[src/rtl/uart_pkg.sv]
// rtl/uart_pkg.sv - shared ASCII command codes, rx FSM states and tick divisor helper
package uart_pkg;

  localparam logic [7:0] CMD_CLR     = 8'h30;
  localparam logic [7:0] CMD_ALL_U   = 8'h41;
  localparam logic [7:0] CMD_ALL_L   = 8'h61;
  localparam logic [7:0] CMD_BLINK_U = 8'h42;
  localparam logic [7:0] CMD_BLINK_L = 8'h62;
  localparam logic [7:0] ASCII_CR    = 8'h0D;
  localparam logic [7:0] ASCII_LF    = 8'h0A;

  typedef enum logic [2:0] {
    IDLE,
    START,
    DATA,
    STOP,
    WAIT_IDLE
  } rx_state_t;

  function automatic int calc_div(input int clk, input int baud, input int os);
    return clk / (baud * os);
  endfunction

endpackage

[src/rtl/uart_rx_os.sv]
// rtl/uart_rx_os.sv - oversampling 8N1 receiver with start-glitch rejection and framing check
module uart_rx_os
  import uart_pkg::*;
#(
  parameter int CLK_FREQ_HZ = 12000000,
  parameter int BAUD        = 9600,
  parameter int OVERSAMPLE  = 16
) (
  input  logic       i_clk,
  input  logic       i_rst,
  input  logic       i_rx,
  output logic [7:0] o_data,
  output logic       o_valid,
  output logic       o_frame_err
);

  localparam int DIV   = calc_div(CLK_FREQ_HZ, BAUD, OVERSAMPLE);
  localparam int DIV_W = $clog2(DIV + 1);
  localparam int OS_W  = $clog2(OVERSAMPLE + 1);
  localparam logic [DIV_W-1:0] DIV_LAST = DIV_W'(DIV - 1);
  localparam logic [OS_W-1:0]  OS_LAST  = OS_W'(OVERSAMPLE - 1);
  localparam logic [OS_W-1:0]  OS_HALF  = OS_W'(OVERSAMPLE / 2 - 1);

  rx_state_t        r_state, w_state_next;
  logic [1:0]       r_sync;
  logic [DIV_W-1:0] r_div_cnt;
  logic [OS_W-1:0]  r_os_cnt;
  logic [2:0]       r_bit_idx;
  logic [7:0]       r_shift;
  logic [7:0]       r_data;
  logic             r_armed;
  logic             r_valid;
  logic             r_frame_err;
  logic             w_rx_s;
  logic             w_tick;
  logic             w_sample;

  assign w_rx_s      = r_sync[1];
  assign w_tick      = (r_state != IDLE) && (r_div_cnt == DIV_LAST);
  assign o_data      = r_data;
  assign o_valid     = r_valid;
  assign o_frame_err = r_frame_err;

  always_comb begin
    w_sample     = 1'b0;
    w_state_next = r_state;
    case (r_state)
      IDLE: begin
        if (r_armed && !w_rx_s) w_state_next = START;
      end
      START: begin
        w_sample = w_tick && (r_os_cnt == OS_HALF);
        if (w_sample) w_state_next = w_rx_s ? IDLE : DATA;
      end
      DATA: begin
        w_sample = w_tick && (r_os_cnt == OS_LAST);
        if (w_sample && (r_bit_idx == 3'd7)) w_state_next = STOP;
      end
      STOP: begin
        w_sample = w_tick && (r_os_cnt == OS_LAST);
        if (w_sample) w_state_next = w_rx_s ? IDLE : WAIT_IDLE;
      end
      WAIT_IDLE: begin
        if (w_rx_s) w_state_next = IDLE;
      end
      default: w_state_next = IDLE;
    endcase
  end

  always_ff @(posedge i_clk) begin
    if (i_rst) r_state <= IDLE;
    else       r_state <= w_state_next;
  end

  always_ff @(posedge i_clk) begin
    if (i_rst) begin
      r_sync      <= 2'b11;
      r_div_cnt   <= '0;
      r_os_cnt    <= '0;
      r_bit_idx   <= '0;
      r_shift     <= '0;
      r_data      <= '0;
      r_armed     <= 1'b0;
      r_valid     <= 1'b0;
      r_frame_err <= 1'b0;
    end else begin
      r_sync      <= {r_sync[0], i_rx};
      r_armed     <= r_armed | w_rx_s;
      r_valid     <= 1'b0;
      r_frame_err <= 1'b0;
      // Counters sit at zero in IDLE so they start fresh from the detected falling edge
      if (r_state == IDLE) begin
        r_div_cnt <= '0;
        r_os_cnt  <= '0;
      end else if (w_tick) begin
        r_div_cnt <= '0;
        r_os_cnt  <= w_sample ? '0 : r_os_cnt + 1'b1;
      end else begin
        r_div_cnt <= r_div_cnt + 1'b1;
      end
      if (w_sample) begin
        case (r_state)
          START: r_bit_idx <= '0;
          DATA: begin
            r_shift   <= {w_rx_s, r_shift[7:1]};
            r_bit_idx <= r_bit_idx + 3'd1;
          end
          STOP: begin
            if (w_rx_s) begin
              r_data  <= r_shift;
              r_valid <= 1'b1;
            end else begin
              r_frame_err <= 1'b1;
            end
          end
          default: ;
        endcase
      end
    end
  end

endmodule

[src/rtl/uart_cmd_led_ctrl.sv]
// rtl/uart_cmd_led_ctrl.sv - ASCII command decoder driving NUM_LEDS channels with global blink
module uart_cmd_led_ctrl
  import uart_pkg::*;
#(
  parameter int CLK_FREQ_HZ = 12000000,
  parameter int BAUD        = 9600,
  parameter int OVERSAMPLE  = 16,
  parameter int NUM_LEDS    = 3,
  parameter int BLINK_HZ    = 2
) (
  input  logic                clk_12mhz,
  input  logic                rst,
  input  logic                uart_rx_pin,
  output logic [NUM_LEDS-1:0] led_out,
  output logic [7:0]          rx_data,
  output logic                rx_valid,
  output logic                frame_err,
  output logic                cmd_err,
  output logic                blink_en
);

  localparam int BLINK_DIV = CLK_FREQ_HZ / (2 * BLINK_HZ);
  localparam int BW        = $clog2(BLINK_DIV + 1);
  localparam logic [BW-1:0] BLINK_LAST = BW'(BLINK_DIV - 1);

  logic [NUM_LEDS-1:0] r_led_state;
  logic [NUM_LEDS-1:0] w_led_next;
  logic [BW-1:0]       r_blink_cnt;
  logic                r_blink_phase;
  logic                w_blink_next;
  logic                w_phase_next;
  logic                w_blink_rise;
  logic                w_blink_wrap;
  logic                w_cmd_err;
  logic [7:0]          w_digit;

  uart_rx_os #(
    .CLK_FREQ_HZ(CLK_FREQ_HZ),
    .BAUD       (BAUD),
    .OVERSAMPLE (OVERSAMPLE)
  ) u_rx (
    .i_clk      (clk_12mhz),
    .i_rst      (rst),
    .i_rx       (uart_rx_pin),
    .o_data     (rx_data),
    .o_valid    (rx_valid),
    .o_frame_err(frame_err)
  );

  assign w_digit = rx_data - CMD_CLR;

  always_comb begin
    w_led_next   = r_led_state;
    w_blink_next = blink_en;
    w_cmd_err    = 1'b0;
    if (rx_valid) begin
      if ((rx_data >= 8'h31) && (rx_data <= 8'h39)) begin
        if (w_digit > 8'(NUM_LEDS)) begin
          w_cmd_err = 1'b1;
        end else begin
          for (int i = 0; i < NUM_LEDS; i++) begin
            if (w_digit == 8'(i + 1)) w_led_next[i] = ~r_led_state[i];
          end
        end
      end else begin
        case (rx_data)
          CMD_CLR: begin
            w_led_next   = '0;
            w_blink_next = 1'b0;
          end
          CMD_ALL_U, CMD_ALL_L:     w_led_next   = '1;
          CMD_BLINK_U, CMD_BLINK_L: w_blink_next = ~blink_en;
          ASCII_CR, ASCII_LF:       ;
          default:                  w_cmd_err    = 1'b1;
        endcase
      end
    end
  end

  // Enabling blink restarts the phase dark so the first visible period is a full one
  assign w_blink_rise = w_blink_next & ~blink_en;
  assign w_blink_wrap = (r_blink_cnt == BLINK_LAST);
  assign w_phase_next = w_blink_rise ? 1'b0 : (w_blink_wrap ? ~r_blink_phase : r_blink_phase);

  always_ff @(posedge clk_12mhz) begin
    if (rst) begin
      r_led_state   <= '0;
      r_blink_cnt   <= '0;
      r_blink_phase <= 1'b0;
      blink_en      <= 1'b0;
      cmd_err       <= 1'b0;
      led_out       <= '0;
    end else begin
      r_led_state   <= w_led_next;
      blink_en      <= w_blink_next;
      cmd_err       <= w_cmd_err;
      r_blink_phase <= w_phase_next;
      r_blink_cnt   <= (w_blink_rise || w_blink_wrap) ? '0 : r_blink_cnt + 1'b1;
      led_out       <= w_led_next & {NUM_LEDS{~w_blink_next | w_phase_next}};
    end
  end

endmodule

[config.mk]
export PLATFORM = sky130hd
export DESIGN_NAME = uart_cmd_led_ctrl
export DESIGN_NICKNAME = d
export VERILOG_FILES = /design/src/rtl/uart_pkg.sv /design/src/rtl/uart_rx_os.sv /design/src/rtl/uart_cmd_led_ctrl.sv
export SDC_FILE = /design/constraint.sdc
export NUM_CORES = 1
export LEC_CHECK = 0
export CAP_MARGIN = 5
export CORE_UTILIZATION = 55
export DETAILED_ROUTE_END_ITERATION = 8
export PLACE_DENSITY_LB_ADDON = 0.15
export SETUP_SLACK_MARGIN = 0.5
export SKIP_LAST_GASP = 1
export SLEW_MARGIN = 25
export SYNTH_ARGS = -nofsm -noshare
export SYNTH_HDL_FRONTEND = slang
export SYNTH_SLANG_ARGS = --single-unit
[constraint.sdc]
create_clock -name clk_12mhz -period 2.46 [get_ports clk_12mhz]
set_clock_uncertainty 0.1 [all_clocks]
set_input_delay 0.738 -clock clk_12mhz [delete_from_list [all_inputs] [get_ports clk_12mhz]]
set_output_delay 0.738 -clock clk_12mhz [all_outputs]
set_load 0.05 [all_outputs]
### Word-level counts from Yosys, hierarchy flattened

Cells that the tools add are included.
W data, S select, Z words.

* flip-flop bits (word level): 70
* input bits: 3
* output and inout bits: 15
* word-level logic and storage cells: 113

* add/sub/neg operators: 5
* magnitude comparators: 3
* equal/unequal tests: 24
* mux-type cells: 28
* bitwise operators: 13
* reduce and logical (&&, ||, !) cells: 24

Operator list (count)
* $eq A8 B7 Y1 const B: 4
* $mux W3: 9
* $add A22 B1 Y22 const B: 1
* $eq A22 B22 Y1 const B: 1
* $eq A8 B2 Y1 const B: 2
* $eq A8 B4 Y1 const B: 2
* $pmux W3 S5: 1
* $mux W1: 12
* $pmux W3 S2: 2
* $reduce_or A2 Y1: 6
* $ne A2 B1 Y1 const B: 5
* $not A1 Y1: 9
* $eq A8 B1 Y1 const B: 1
* $eq A8 B6 Y1 const B: 1
* $ge A8 B6 Y1 const B: 1
* $gt A8 B2 Y1 const B: 1
* $le A8 B6 Y1 const B: 1
* $sub A8 B6 Y8 const B: 1
* $add A7 B1 Y7 const B: 1
* $eq A7 B7 Y1 const B: 1
* $reduce_or A7 Y1: 1
* $eq A3 B2 Y1 const B: 2
* $eq A3 B3 Y1 const B: 2
* $logic_and A1 B1 Y1: 6
* other kinds (20): 24

### Depth between registers and ports, before layout

* word-level depth: 9
* gate-level depth with buffers: 9
* mapped depth without buffers: 8

### Cells and area by module

Synthesis repeated with hierarchy kept, for this count alone.

* cell total of the unflattened synthesis: 361
* area, all modules: 3288.2 µm²

Modules (own cells, without submodules)
* uart_rx_os: instances 1, cells an instance 168, area an instance 1652.8 µm², sequential area each 780.7 µm²
* uart_cmd_led_ctrl: instances 1, cells an instance 193, area an instance 1635.3 µm², sequential area each 620.6 µm²

### Worst setup path before layout

OpenSTA, ideal clock, no wires.

* kind: register -> register
* from: reg u_rx.r_data[2], in the netlist u_rx.o_data[2]
* to: reg led_out[0]
* library setup time: 134 ps
* data arrival time: 1765 ps
* required time: 2226 ps
* setup slack: 461 ps
* cell stages (with the launch flop): 7
* path buffers: 1
* clock period less this slack: 1999 ps
* path through: dfxtp_1 buf_2 nor2_1 maj3_1 a31oi_1 a2bb2oi_1 nor4_1

* word-level cells in the longest chain between the ends: 9
* elaborated cells on any way between the ends: 26
* classes of those cells: 1 x add/sub; 3 x order compare; 6 x eq/ne; 9 x mux; 4 x bitwise; 3 x reduce/logical

Ends and longest elaborated chain
* start, declared: RTL line uart_rx_os.sv:30 `logic [7:0] r_data;`
* start signal, assigned: RTL line uart_rx_os.sv:110 `r_data <= r_shift;`
* branches (longest 8 deep; another with $sub A8 B6 Y8)
* $and A3 B3 Y3 (*): RTL line uart_cmd_led_ctrl.sv:99 `led_out <= w_led_next & {NUM_LEDS{~w_blink_next | w_phase_next}};`
* end signal, assigned: RTL line uart_cmd_led_ctrl.sv:99
* end, declared: RTL line uart_cmd_led_ctrl.sv:14 `output logic [NUM_LEDS-1:0] led_out,`

Mark *: on every way between the ends.
A chain may end at the register's enable or synchronous reset.

### Worst setup path in the final report

* from: reg u_rx.r_data[2], in the netlist u_rx.o_data[2]
* to: out rx_data[2]

RTL lines
* end, declared: RTL line uart_cmd_led_ctrl.sv:15 `output logic [7:0] rx_data,`

No word-level cell between the ends.

==> results.yml <==
logic_synthesis:
  seq_area_frac_synth: 0.430
  synth_cells: 378
  ys_seq_elements: 70
  synth-async-reset-ratio: 0
  synth_area_per_cell_um2: 8.61
  mappedNetlistNets: 388
  synth.distinct_cells: 55
  synth.cell_area_um2: 3260
  ys.flop_type: "sky130_fd_sc_hd__dfxtp_1"
  yosysWarnings: 0
  synth_edf_count: 0
routing:
  drt_pass1_iterations: 4
  antenna_left: 0
  drc_errors: 0
  detail_route.wirelength_mm: 6.44
  vias: 2657
  vias_per_cell: 5.65
  route.detailed.wl_per_inst_um: 13.7
  detail_route.iter0.violations: 98
global_route:
  wire_length_of_the_first_global_routing_pass_mm: 11.1
  grt_usage: 0.224
  first_global_vias: 2445
  grt_remaining_overflow: 0
  number_of_antenna_violations_at_the_first_check_in_global_routing: 0
  pin_count_of_the_biggest_net_entering_global_routing: 35
sta:
  period_share: 0.775
  timing_hold_violations_final: 0
  timing.final.setup_violations: 0
  postLayoutSetupSlackWorst_ps: 554
  slew_headroom: 0.691
  grt_setup_unrepaired: "yes"
  fmax_achieved_mhz: 525
  setup_total_negative_slack_ps: 0
  finalWorstPathRequiredPeriod_ps: 1910
  report.final.slew_viol_count: 0
  tightest_slew_ps: 457
setup_path:
  worstPathBufferInverterCount: 1
  critical_path.top_delay_family: "flip-flops"
  worstSetupPathType: "reg2out"
  cp_data_required_time_ps: 1620
  setup.worst_path.start_class: "flip-flop"
  critPathMaxFanout: 14
  cp_cell_sequence: "buf_4"
  critPathSlowestCell: "sky130_fd_sc_hd__dfxtp_2"
  setup_crit_end_kind: "output port"
  max_stage_delay_ps: 490
  cp.arrival_ps: 1070
power_and_ir_drop:
  power.ir.vdd_worst_mv: 0.417
  static-leakage-power_nw: 1.27
  power_density_over_the_cells_nw_per_um2: 606
  post-layout-total-power_w: 0.00229
layout:
  number_of_diodes: 0
  final_layout_size_suffix_gt1_frac: 0.163
  nNetsFinal: 404
  post-route-util: 0.673
  layoutNonFillerInstCount: 470
  areaGrowthSynthToFinish_pct: 16.0
  filler_cell_count: 488
job:
  max_cap_check_violation_count: 0
placement:
  gpl.final_weighted_congestion: 0.897
  place_worst_setup_slack_ps: 200
  port_buffers: 17
  place_inst: 454
  dp_hpwl_mm: 4.26
worst_hold_path:
  path_category_of_the_worst_min_delay_check: "reg2reg"
floorplanning:
  die_footprint_um2: 6230
  height_of_the_chip_um: 78.9
  floorplan.initialDensity: 0.581
  io_pins: 18
  floorplan.rows: 27
  fp.coreArea_um2: 5610
  fp.dieW_um: 78.9
clock_tree:
  clock_sink_count: 70
  clock_latency_ps: 330
  clock_tree.htree_level_count: 3
  ctsLongestPathBuffers: 2
  tritoncts: "yes"
  cts-buffers-inserted: 9
  clk_pin_slew_worst_paths_ps: 70
  ctsRootBufferMaster: "sky130_fd_sc_hd__clkbuf_8"
status:
  outcome: "finished clean"
[cell usage after synthesis (4+ instances only)]
library cell | n | area share
sky130_fd_sc_hd__a21oi_1 | 18 | 0.028
sky130_fd_sc_hd__xor2_1 | 10 | 0.027
sky130_fd_sc_hd__mux2i_1 | 9 | 0.028
sky130_fd_sc_hd__or3_1 | 4 | 0.0077
sky130_fd_sc_hd__and3_1 | 9 | 0.017
sky130_fd_sc_hd__ha_1 | 7 | 0.027
sky130_fd_sc_hd__buf_2 | 9 | 0.014
sky130_fd_sc_hd__nand3_1 | 18 | 0.028
sky130_fd_sc_hd__inv_1 | 9 | 0.010
sky130_fd_sc_hd__clkbuf_1 | 6 | 0.0069
sky130_fd_sc_hd__o21ai_0 | 6 | 0.0092
sky130_fd_sc_hd__and2_1 | 5 | 0.0096
sky130_fd_sc_hd__nand2_1 | 36 | 0.042
sky130_fd_sc_hd__nor3_1 | 16 | 0.025
sky130_fd_sc_hd__nand4_1 | 7 | 0.013
sky130_fd_sc_hd__dfxtp_1 | 70 | 0.43
sky130_fd_sc_hd__nor2_1 | 61 | 0.070
sky130_fd_sc_hd__xnor2_1 | 17 | 0.046
[metrics by stage]
stage / instance area, µm² / hold WS [ps]
detailed placement: 3450 / 295
global placement: 3450 / 295
CTS: 3710 / 307
global route: 3780 / 349
finish: 3780 / 303
floorplan: 3260 / 289
[layout by cell type, fill, tap and decap left out, types with 2 or more instances in the layout]
cell	n
sky130_fd_sc_hd__dfxtp_1	64
sky130_fd_sc_hd__nor2_1	61
sky130_fd_sc_hd__nand2_1	35
sky130_fd_sc_hd__a21oi_1	18
sky130_fd_sc_hd__nand3_1	18
sky130_fd_sc_hd__xnor2_1	17
sky130_fd_sc_hd__nor3_1	14
sky130_fd_sc_hd__buf_4	11
sky130_fd_sc_hd__xor2_1	10
sky130_fd_sc_hd__clkbuf_8	10
sky130_fd_sc_hd__inv_1	9
sky130_fd_sc_hd__mux2i_1	9
sky130_fd_sc_hd__and3_1	8
sky130_fd_sc_hd__nand4_1	7
sky130_fd_sc_hd__o21ai_0	6
sky130_fd_sc_hd__clkdlybuf4s15_2	5
sky130_fd_sc_hd__dfxtp_2	5
sky130_fd_sc_hd__nor3_2	4
sky130_fd_sc_hd__ha_1	4
sky130_fd_sc_hd__nor4b_1	3
sky130_fd_sc_hd__and2_1	3
sky130_fd_sc_hd__or3_1	3
sky130_fd_sc_hd__a22oi_1	3
sky130_fd_sc_hd__nor4bb_1	3
sky130_fd_sc_hd__nor4_1	3
sky130_fd_sc_hd__nand2b_1	3
sky130_fd_sc_hd__bufinv_16	3
sky130_fd_sc_hd__buf_2	3
sky130_fd_sc_hd__nor4_2	2
sky130_fd_sc_hd__and4bb_2	2
sky130_fd_sc_hd__and4_1	2
sky130_fd_sc_hd__or2_2	2
sky130_fd_sc_hd__nand3b_1	2
sky130_fd_sc_hd__a211oi_1	2
sky130_fd_sc_hd__o211ai_1	2
sky130_fd_sc_hd__nor2b_1	2
sky130_fd_sc_hd__nor3b_1	2
sky130_fd_sc_hd__ha_4	2
sky130_fd_sc_hd__clkdlybuf4s50_1	2
[report_power, final]
group | internal, W | leakage (nW) | switching [W]
combinational | 0.0000157 | 0.580 | 0.0000229
sequential | 0.00114 | 0.569 | 0.00000731
clock | 0.000695 | 0.119 | 0.000408
total | 0.00185 | 1.27 | 0.000438
[final timing paths]
kind / startpoint / end / slack, ps / depth (start not counted)
hold / removal: u_rx.r_sync[0] / u_rx.r_sync[1] / 300 / 1
setup reg to reg: u_rx.r_os_cnt[0] / u_rx.o_data[5] / 610 / 8
hold reg to reg: u_rx.r_sync[0] / u_rx.r_sync[1] / 300 / 1
setup / recovery: u_rx.o_data[2] / rx_data[2] / 550 / 1
[layout make-up]
| class | count | area (µm²) | share of cell area |
|---|---|---|---|
| inverter | 9 | 33.8 | 0.00895 |
| clock inverter | 4 | 95.1 | 0.0252 |
| clock buffer | 11 | 141 | 0.0374 |
| timing repair buffer | 23 | 205 | 0.0543 |
| tap | 72 | 90.1 | 0.0239 |
| sequential | 70 | 1410 | 0.374 |
| multi-input combinational | 281 | 1800 | 0.476 |
[repair_timing]
| action | CTS | global route |
|---|---|---|
| resized for setup | 36 | 16 |
| endpoints found under the setup margin | 30 | 38 |
| buffers inserted | 0 | 1 |
| gates cloned | 0 | 0 |
| hold buffers | 0 | 0 |
[layer usage]
metal	vias up	track usage	share of wire
li1	1353	-	-
met1	1248	0.318	0.50
met2	51	0.339	0.46
met3	5	0.0483	0.039
met4	0	0.0709	0.0064
met5	-	0	0
[logic make-up after synthesis]
group / count (synthesis) / share of synthesized area
flops: 70 / 0.430
xor+xnor: 27 / 0.0726
buf+inv: 27 / 0.0404
compound gates: 45 / 0.0888
simple gates: 192 / 0.310
fa+ha+maj: 8 / 0.0300
mux: 9 / 0.0277
[worst register-to-register path, delay by kind of cell, from the launching register on]
kind	cells	cell delay, ps
and+or+nand+nor	4	590
DFF	1	370
adders and majority gates	2	310
muxes	1	210
buffers and inverters	1	160
[state kept, by name (all words and copies together), names as in the netlist, 2 cells and up]
| register | count |
|---|---|
| u_rx.r_bit_idx | 3 |
| r_blink_cnt | 22 |
| u_rx.r_div_cnt | 7 |
| led_out | 3 |
| u_rx.r_state | 3 |
| r_led_state | 3 |
| u_rx.r_os_cnt | 5 |
| u_rx.o_data | 8 |
| u_rx.r_sync | 2 |
| u_rx.r_shift | 8 |
(Power assumes the default switching activity.)
